File: src/rtl/alu_op_sequencer.sv
// rtl/alu_op_sequencer.sv - RV32IM ALU operation decoder with multi-cycle MUL/DIV sequencing
// Decodes ALUOp/Funct fields into a registered operation code and holds it through MUL/DIV latency.

module alu_op_sequencer #(
  parameter int OP_W    = 5,
  parameter int MUL_LAT = 2,
  parameter int DIV_LAT = 8,
  parameter int M_EXT   = 1
) (
  input  logic            clk,
  input  logic            reset,
  input  logic            flush,
  input  logic            in_valid,
  output logic            in_ready,
  input  logic [1:0]      ALUOp,
  input  logic            ImmType,
  input  logic [6:0]      Funct7,
  input  logic [2:0]      Funct3,
  output logic [OP_W-1:0] Operation,
  output logic            op_valid,
  output logic            mc_busy,
  output logic            mc_done,
  output logic            illegal
);

  localparam int MAX_LAT = (MUL_LAT > DIV_LAT) ? MUL_LAT : DIV_LAT;
  localparam int CNT_W   = $clog2(MAX_LAT + 1);
  localparam logic [CNT_W-1:0] MUL_LOAD = CNT_W'(MUL_LAT - 1);
  localparam logic [CNT_W-1:0] DIV_LOAD = CNT_W'(DIV_LAT - 1);

  localparam logic [4:0] OP_AND  = 5'b00000;
  localparam logic [4:0] OP_OR   = 5'b00001;
  localparam logic [4:0] OP_ADD  = 5'b00010;
  localparam logic [4:0] OP_SUB  = 5'b00011;
  localparam logic [4:0] OP_XOR  = 5'b00100;
  localparam logic [4:0] OP_SLL  = 5'b00101;
  localparam logic [4:0] OP_SRL  = 5'b00110;
  localparam logic [4:0] OP_SRA  = 5'b00111;
  localparam logic [4:0] OP_SLT  = 5'b10000;
  localparam logic [4:0] OP_SLTU = 5'b10001;
  localparam logic [4:0] OP_PASS = 5'b10010;

  localparam logic [6:0] F7_BASE = 7'b0000000;
  localparam logic [6:0] F7_ALT  = 7'b0100000;
  localparam logic [6:0] F7_MEXT = 7'b0000001;

  typedef enum logic {IDLE, BUSY} state_t;

  state_t           r_state, w_state_nxt;
  logic [CNT_W-1:0] r_cnt, w_cnt_nxt;
  logic [4:0]       r_op, w_op_nxt;
  logic             r_op_valid, w_op_valid_nxt;
  logic             r_illegal, w_illegal_nxt;

  logic [4:0]       w_dec_op;
  logic             w_dec_ill;
  logic             w_dec_mul;
  logic             w_dec_div;

  function automatic logic [4:0] base_op(input logic [2:0] f3);
    logic [4:0] op;
    case (f3)
      3'b000:  op = OP_ADD;
      3'b001:  op = OP_SLL;
      3'b010:  op = OP_SLT;
      3'b011:  op = OP_SLTU;
      3'b100:  op = OP_XOR;
      3'b101:  op = OP_SRL;
      3'b110:  op = OP_OR;
      default: op = OP_AND;
    endcase
    return op;
  endfunction

  // Illegal encodings leave w_dec_op at its ADD default.
  always_comb begin
    w_dec_op  = OP_ADD;
    w_dec_ill = 1'b0;
    w_dec_mul = 1'b0;
    w_dec_div = 1'b0;
    case (ALUOp)
      2'b00: w_dec_op = OP_ADD;
      2'b01: begin
        if (Funct3[2:1] == 2'b01) w_dec_ill = 1'b1;
        else                      w_dec_op  = {2'b01, Funct3};
      end
      2'b10: begin
        if (ImmType) begin
          case (Funct3)
            3'b001: begin
              if (Funct7 == F7_BASE) w_dec_op  = OP_SLL;
              else                   w_dec_ill = 1'b1;
            end
            3'b101: begin
              if (Funct7 == F7_BASE)     w_dec_op  = OP_SRL;
              else if (Funct7 == F7_ALT) w_dec_op  = OP_SRA;
              else                       w_dec_ill = 1'b1;
            end
            default: w_dec_op = base_op(Funct3);
          endcase
        end else if (Funct7 == F7_BASE) begin
          w_dec_op = base_op(Funct3);
        end else if (Funct7 == F7_ALT) begin
          if (Funct3 == 3'b000)      w_dec_op  = OP_SUB;
          else if (Funct3 == 3'b101) w_dec_op  = OP_SRA;
          else                       w_dec_ill = 1'b1;
        end else if (Funct7 == F7_MEXT && M_EXT != 0) begin
          w_dec_op  = {2'b11, Funct3};
          w_dec_mul = ~Funct3[2];
          w_dec_div = Funct3[2];
        end else begin
          w_dec_ill = 1'b1;
        end
      end
      default: w_dec_op = OP_PASS;
    endcase
  end

  always_comb begin
    w_state_nxt    = r_state;
    w_cnt_nxt      = r_cnt;
    w_op_nxt       = r_op;
    w_op_valid_nxt = r_op_valid;
    w_illegal_nxt  = r_illegal;
    if (flush) begin
      w_state_nxt    = IDLE;
      w_cnt_nxt      = '0;
      w_op_valid_nxt = 1'b0;
      w_illegal_nxt  = 1'b0;
    end else begin
      case (r_state)
        IDLE: begin
          if (in_valid) begin
            w_op_nxt       = w_dec_op;
            w_illegal_nxt  = w_dec_ill;
            w_op_valid_nxt = 1'b1;
            if (w_dec_mul) begin
              w_state_nxt = BUSY;
              w_cnt_nxt   = MUL_LOAD;
            end else if (w_dec_div) begin
              w_state_nxt = BUSY;
              w_cnt_nxt   = DIV_LOAD;
            end
          end else begin
            w_op_valid_nxt = 1'b0;
            w_illegal_nxt  = 1'b0;
          end
        end
        default: begin
          if (r_cnt == '0) begin
            w_state_nxt    = IDLE;
            w_op_valid_nxt = 1'b0;
            w_illegal_nxt  = 1'b0;
          end else begin
            w_cnt_nxt      = r_cnt - CNT_W'(1);
            w_op_valid_nxt = 1'b1;
          end
        end
      endcase
    end
  end

  always_ff @(posedge clk or posedge reset) begin
    if (reset) begin
      r_state    <= IDLE;
      r_cnt      <= '0;
      r_op       <= '0;
      r_op_valid <= 1'b0;
      r_illegal  <= 1'b0;
    end else begin
      r_state    <= w_state_nxt;
      r_cnt      <= w_cnt_nxt;
      r_op       <= w_op_nxt;
      r_op_valid <= w_op_valid_nxt;
      r_illegal  <= w_illegal_nxt;
    end
  end

  assign in_ready  = (r_state == IDLE);
  assign mc_busy   = (r_state == BUSY);
  // A flush in the final busy cycle suppresses the completion pulse.
  assign mc_done   = (r_state == BUSY) && (r_cnt == '0) && !flush;
  assign Operation = OP_W'(r_op);
  assign op_valid  = r_op_valid;
  assign illegal   = r_illegal;

endmodule
File: config.mk
export PLATFORM = sky130hd
export DESIGN_NAME = alu_op_sequencer
export DESIGN_NICKNAME = d
export VERILOG_FILES = /design/src/rtl/alu_op_sequencer.sv
export SDC_FILE = /design/constraint.sdc
export NUM_CORES = 1
export LEC_CHECK = 0
export CORE_MARGIN = 3
export CORE_UTILIZATION = 44
export DETAILED_ROUTE_END_ITERATION = 16
export PLACE_DENSITY = 0.75
export SYNTH_ARGS = -nofsm -noshare
export SYNTH_HDL_FRONTEND = slang
export SYNTH_SLANG_ARGS = --single-unit
File: constraint.sdc
create_clock -name clk -period 1.8 [get_ports clk]
set_clock_uncertainty 0.1 [all_clocks]
set_input_delay 0.36 -clock clk [delete_from_list [all_inputs] [get_ports clk]]
set_output_delay 0.36 -clock clk [all_outputs]
set_load 0.02 [all_outputs]
==> flow_summary.yaml, run 1 <==
critical_path:
  startpoint_type: "flip-flop"
  ff2ff_setup_slack_ps: -190
  worst_setup_path_end_kind: "output pin"
  r2r_cells: 8
  cp_slowest_cell: "dfrtp_1"
  rr_endpoint: "r_cnt[2]"
  cp_max_fo: 2
  cpPeakStageDelay_ps: 410
  path_class: "flip-flop to output pin"
  cp.arrival_ps: 1540
  r2r-start: "r_cnt[1]"
  path_cells: "inv_2 > ha_1 > or3b_4 > nor3_4 > buf_6"
  required_ps: 1340
final_layout:
  antenna_cells: 0
  drive_gt1_frac: 0.351
  fin_cells: 216
  syn_to_final_growth_pct: 63.0
  fillers: 174
  finalNetCount: 212
logic_synthesis:
  synth_edf_count: 0
  synth_ff_type: "dfrtp_1"
  synthArstFlopShare: 1.00
  seq_area_frac_synth: 0.279
  syn_inst: 125
  ys_warn_count: 0
  syn_area_um2: 1080
  avgSynthCellArea_um2: 8.61
  synth-seq-cells: 12
  yosysUniqueCellTypes: 50
  syn_nets: 148
placed_design:
  place_congestion: 0.855
  hpwl_mm: 2.63
  port_buffers: 26
  placed_cells: 210
power_and_ir_drop:
  p_per_area_nw_per_um2: 483
  total_power_uw: 847
  peakVddDrop_uv: 375
  static-leakage-power_nw: 0.828
timing:
  setup_viol: 4
  rsz0062_at_grt: "yes"
  fin_ws_ps: -204
  setup_tns_ps: -587
  relSlewSlack: 0.695
  worstMarginPinSlew_ps: 457
  slew_violations: 0
  finalCriticalPeriod_ps: 2000
  fmax_ghz: 0.499
  hold_viol: 0
  fin_crit_sh: 1.11
floorplanning:
  rows: 17
  initial_core_util: 0.473
  die_y_um: 55.5
  core_area_um2: 2280
  dieWidth_um: 55.5
  design.die.area_um2: 3070
  pin_count: 27
grt:
  antenna_found_initial: 0
  grt_pass1_vias: 1182
  overflow: 0
  grt.total_usage: 0.218
  grt_max_degree: 13
  grt_pass1_wl_mm: 5.38
clocking:
  cts_tree: "done"
  clk_pin_slew_ps: 80
  clock_latency_ps: 280
  hold_buffers: 0
  cts-root-buf: "clkbuf_4"
  clk_path_buf_depth: 2
  cts_made_buffers: 3
  cts.sinks: 12
  h-tree-depth: 1
drt:
  drt_first_pass_iters: 4
  drt_wl_total_mm: 3.19
  vias: 1175
  drt-initial-drc-count: 23
  avgRoutedWirePerCell_um: 14.8
  remaining_drc_errors: 0
  viasPerCell: 5.44
  ant_nets: 0
status:
  outcome: "complete, but fails checks"
  violations: "negative setup slack"
min_path:
  hp-class: "primary input to async pin"
job:
  maxCapViolations: 0
[sequential cells by signal, summed over array words and instances, names as in the netlist]
signal / cells
Operation: 5
illegal: 1
mc_busy: 1
op_valid: 1
r_cnt: 4
[cells by family (layout without fill, tap and decap cells)]
group | after synthesis | count (layout) | share of synthesized area
compound gates | 40 | 40 | 0.273
xor+xnor | 2 | 2 | 0.0163
fa+ha+maj | 6 | 6 | 0.0698
buf+inv | 16 | 79 | 0.0593
flops | 12 | 12 | 0.279
mux | 2 | 2 | 0.0198
simple gates | 47 | 47 | 0.283
[cells in the mapped netlist (3+ instances only)]
cell type  count  area [um^2]
a21oi_1        7         35.0
buf_2          3         15.0
clkbuf_1       4         15.0
dfrtp_1       12          300
ha_1           6         75.1
inv_1          9         33.8
nand2_1        8         30.0
nand2b_1       3         18.8
nor2_1         8         30.0
nor2b_1        6         37.5
nor3_1         5         25.0
o21ai_0        5         25.0
o31ai_1        5         37.5
[critical path, delay by kind of cell (launching register included)]
kind / cells / cell delay (ps)
buf+inv: 2 / 210
flops: 1 / 410
fa+ha+maj: 1 / 130
simple gates: 2 / 520
[cell usage in the layout, fill, tap and decap left out, drive strengths merged, types with 2 or more instances in the layout]
master          n
nand2b          3
nor3b           2
nand3           3
ha              6
a31oi           2
xor2            2
o31ai           5
o21ai           7
o211ai          2
nor2b           6
dlygate4sd2     5
a21oi           8
clkdlybuf4s50  15
nand2           8
clkbuf          4
inv             9
nor2            9
dfrtp          12
buf            41
nor3            6
or3b            2
dlymetal6s2s    5
and3b           2
[final cells by class]
class                           count  area [um^2]  area share
Inverter                            9         33.8      0.0193
Timing Repair Buffer               66          568       0.324
Multi-Input combinational cell     97          781       0.445
Sequential cell                    12          300       0.171
Tap cell                           28         35.0      0.0200
Clock buffer                        4         36.3      0.0207
[how the worst max path moves through the flow]
stage | depth (start not counted) | end | startpoint | slack (ps)
3_5_place_dp | 7 | r_cnt[0] | ALUOp[0] | -470
2_1_floorplan | 6 | r_cnt[0] | r_cnt[0] | 6
6_report | 5 | mc_done | r_cnt[1] | -200
4_1_cts | 5 | mc_done | r_cnt[0] | -200
5_1_grt | 5 | mc_done | r_cnt[1] | -270
3_3_place_gp | 7 | r_cnt[0] | ALUOp[0] | -380
[repair_timing]
action,in CTS,in global routing
pin swaps,6,3
gates resized for setup,17,15
setup endpoints to repair,9,8
setup buffers,1,1
[routing by layer]
layer  vias up  share of wire  global-route usage
li1        590              -                   -
met1       546           0.40               0.255
met2        33           0.52               0.387
met3         6          0.049              0.0397
met4         0          0.023              0.0903
met5         -              0                   0
[where the power goes]
part	internal, mW	switching [mW]
clock network	0.123	0.0944
logic	0.171	0.153
registers	0.291	0.0135
[through the flow]
stage	area, um^2	hold WS, ps	setup slack, ps	utilization
2_1_floorplan	1090	125	5.52	-
3_3_place_gp	1640	377	-375	0.720
3_5_place_dp	1640	383	-468	0.720
4_1_cts	1700	314	-202	0.747
5_1_grt	1750	353	-272	0.771
6_report	1750	294	-204	0.771
No activity file was read; power rests on OpenSTA's default activity.
==> inputs of run 2 (changes only) <==
CORE_UTILIZATION = 48   (was 44)
PLACE_DENSITY = 0.77   (was 0.75)
SLEW_MARGIN = 0   (was not set)
clock period = 2 ns   (was 1.8 ns; I/O delays follow)
==> run 2 against run 1 <==
Effect of this change: the flow still finishes with violations (negative setup slack); die area fell by 7.4%; sequential share of layout area increased by 0.57 points; core utilization rose by 6.1 points; clock-buffer cell count is the same; clock power is 5% lower; combinational power fell by 8.9%; critical path depth up 1; first-iteration DRC count grew to 3.4 times the previous value; sequential power shrank 10%; global-route usage rose by 6.3 points.
==> flow_summary.yaml, run 2 (synthesis results as in run 1) <==
placed_design:
  port_buffers: 26
  hpwl_mm: 2.70
  placed_cells: 205
  place_congestion: 0.900
power_and_ir_drop:
  peakVddDrop_uv: 441
  p_per_area_nw_per_um2: 458
  total_power_uw: 777
  static-leakage-power_nw: 0.770
min_path:
  hp-class: "primary input to async pin"
critical_path:
  cp.arrival_ps: 2070
  startpoint_type: "primary input"
  path_class: "primary input to flip-flop"
  cp_slowest_cell: "clkdlybuf4s50_1"
  cp_max_fo: 4
  worst_setup_path_end_kind: "flip-flop"
  cp.buffers_inverters: 2
  required_ps: 2050
  cpPeakStageDelay_ps: 520
  r2r_cells: 7
  rr_endpoint: "r_cnt[0]"
  path_cells: "clkdlybuf4s50_1 > nor4b_4 > nand3_2 > buf_6 > o31ai_1 > mux2i_2"
  critPathTopFamily: "buffers and inverters"
  r2r-start: "r_cnt[0]"
  ff2ff_setup_slack_ps: 70
timing:
  fmax_ghz: 0.493
  slew_violations: 0
  finalCriticalPeriod_ps: 2030
  fin_crit_sh: 1.01
  fin_ws_ps: -27.3
  hold_viol: 0
  rsz0062_at_grt: "yes"
  relSlewSlack: 0.662
  setup_viol: 2
  setup_tns_ps: -50.8
  worstMarginPinSlew_ps: 507
clocking:
  clk_pin_slew_ps: 90
  h-tree-depth: 1
  clock_latency_ps: 290
  cts.sinks: 12
  clk_path_buf_depth: 2
  cts_made_buffers: 3
  cts-root-buf: "clkbuf_4"
  cts_tree: "done"
  hold_buffers: 0
floorplanning:
  initial_core_util: 0.527
  design.die.area_um2: 2850
  pin_count: 27
  dieWidth_um: 53.3
  rows: 16
  core_area_um2: 2040
  die_y_um: 53.3
drt:
  vias: 1261
  drt-met1-wl_mm: 1.45
  remaining_drc_errors: 0
  dr_wl_met2_mm: 1.83
  viasPerCell: 5.98
  ant_nets: 0
  highest_layer: "met4"
  drt_first_pass_iters: 4
  drt_wl_total_mm: 3.77
  avgRoutedWirePerCell_um: 17.8
  drt-initial-drc-count: 79
  met3_wirelength_um: 277
final_layout:
  final_common_cell: "buf_4"
  layout_common_cells: "buf_4 (35), clkdlybuf4s50_1 (22), dfrtp_1 (12), nand2_1 (8), nor2_1 (8)"
  fillers: 131
  syn_to_final_growth_pct: 57.8
  largest_reg_flops: 5
  finalNetCount: 208
  drive_gt1_frac: 0.321
  antenna_cells: 0
  fin_cells: 211
status:
  violations: "negative setup slack"
  outcome: "complete, but fails checks"
job:
  maxCapViolations: 0
grt:
  antenna_found_initial: 0
  grt_max_degree: 13
  overflow: 0
  grt_pass1_wl_mm: 5.78
  grt_pass1_vias: 1265
  grt.total_usage: 0.281
## run 2: how the worst max path moves through the flow
stage                to       from  slack, ps  cells after the start
4_1_cts         mc_done   r_cnt[1]        -90                      5
2_1_floorplan   mc_done   r_cnt[0]         40                      4
6_report       r_cnt[1]  Funct7[4]        -30                      6
3_3_place_gp    mc_done   r_cnt[1]       -210                      5
5_1_grt        r_cnt[1]  Funct7[4]       -170                      6
3_5_place_dp   r_cnt[2]   ALUOp[0]       -250                      8
## run 2: routing by layer
| metal | vias to the layer above | track usage |
|---|---|---|
| li1 | 581 | - |
| met1 | 572 | 0.342 |
| met2 | 82 | 0.486 |
| met3 | 26 | 0.0225 |
| met4 | 0 | 0.145 |
| met5 | - | 0 |
## run 2: cell type report
cell class | count | area, um^2 | share of cell area
Clock buffer | 4 | 36.3 | 0.0214
Inverter | 9 | 33.8 | 0.0199
Multi-Input combinational cell | 97 | 751 | 0.442
Sequential cell | 12 | 300 | 0.177
Tap cell | 27 | 33.8 | 0.0199
Timing Repair Buffer | 62 | 543 | 0.320
## run 2: through the flow
stage / hold slack [ps] / setup slack (ps) / util / area (um^2)
2_1_floorplan: 165 / 44.4 / - / 1080
3_3_place_gp: 379 / -208 / 0.781 / 1600
3_5_place_dp: 405 / -250 / 0.781 / 1600
4_1_cts: 349 / -91.7 / 0.797 / 1630
5_1_grt: 375 / -174 / 0.831 / 1700
6_report: 335 / -27.3 / 0.831 / 1700
## run 2: report_power, final
group / internal [mW] / switching (mW) / leakage [nW]
Clock: 0.111 / 0.0970 / 0.0210
Combinational: 0.148 / 0.148 / 0.597
Sequential: 0.262 / 0.0113 / 0.151
Total: 0.521 / 0.256 / 0.770
## run 2: repair_timing
item	4_1_cts	5_1_grt
endpoints found under the hold margin	0	0
endpoints found under the setup margin	1	5
pin swaps	0	3
setup buffers	0	2
gates resized for setup	5	17
## run 2: worst reg2reg max path, stage by stage, from the launching register on
cell and delay, ps:
dfrtp_1 400, inv_2 80, ha_4 120, or3b_4 370
buf_4 160, a21oi_4 140, o21ai_2 90, mux2_1 340
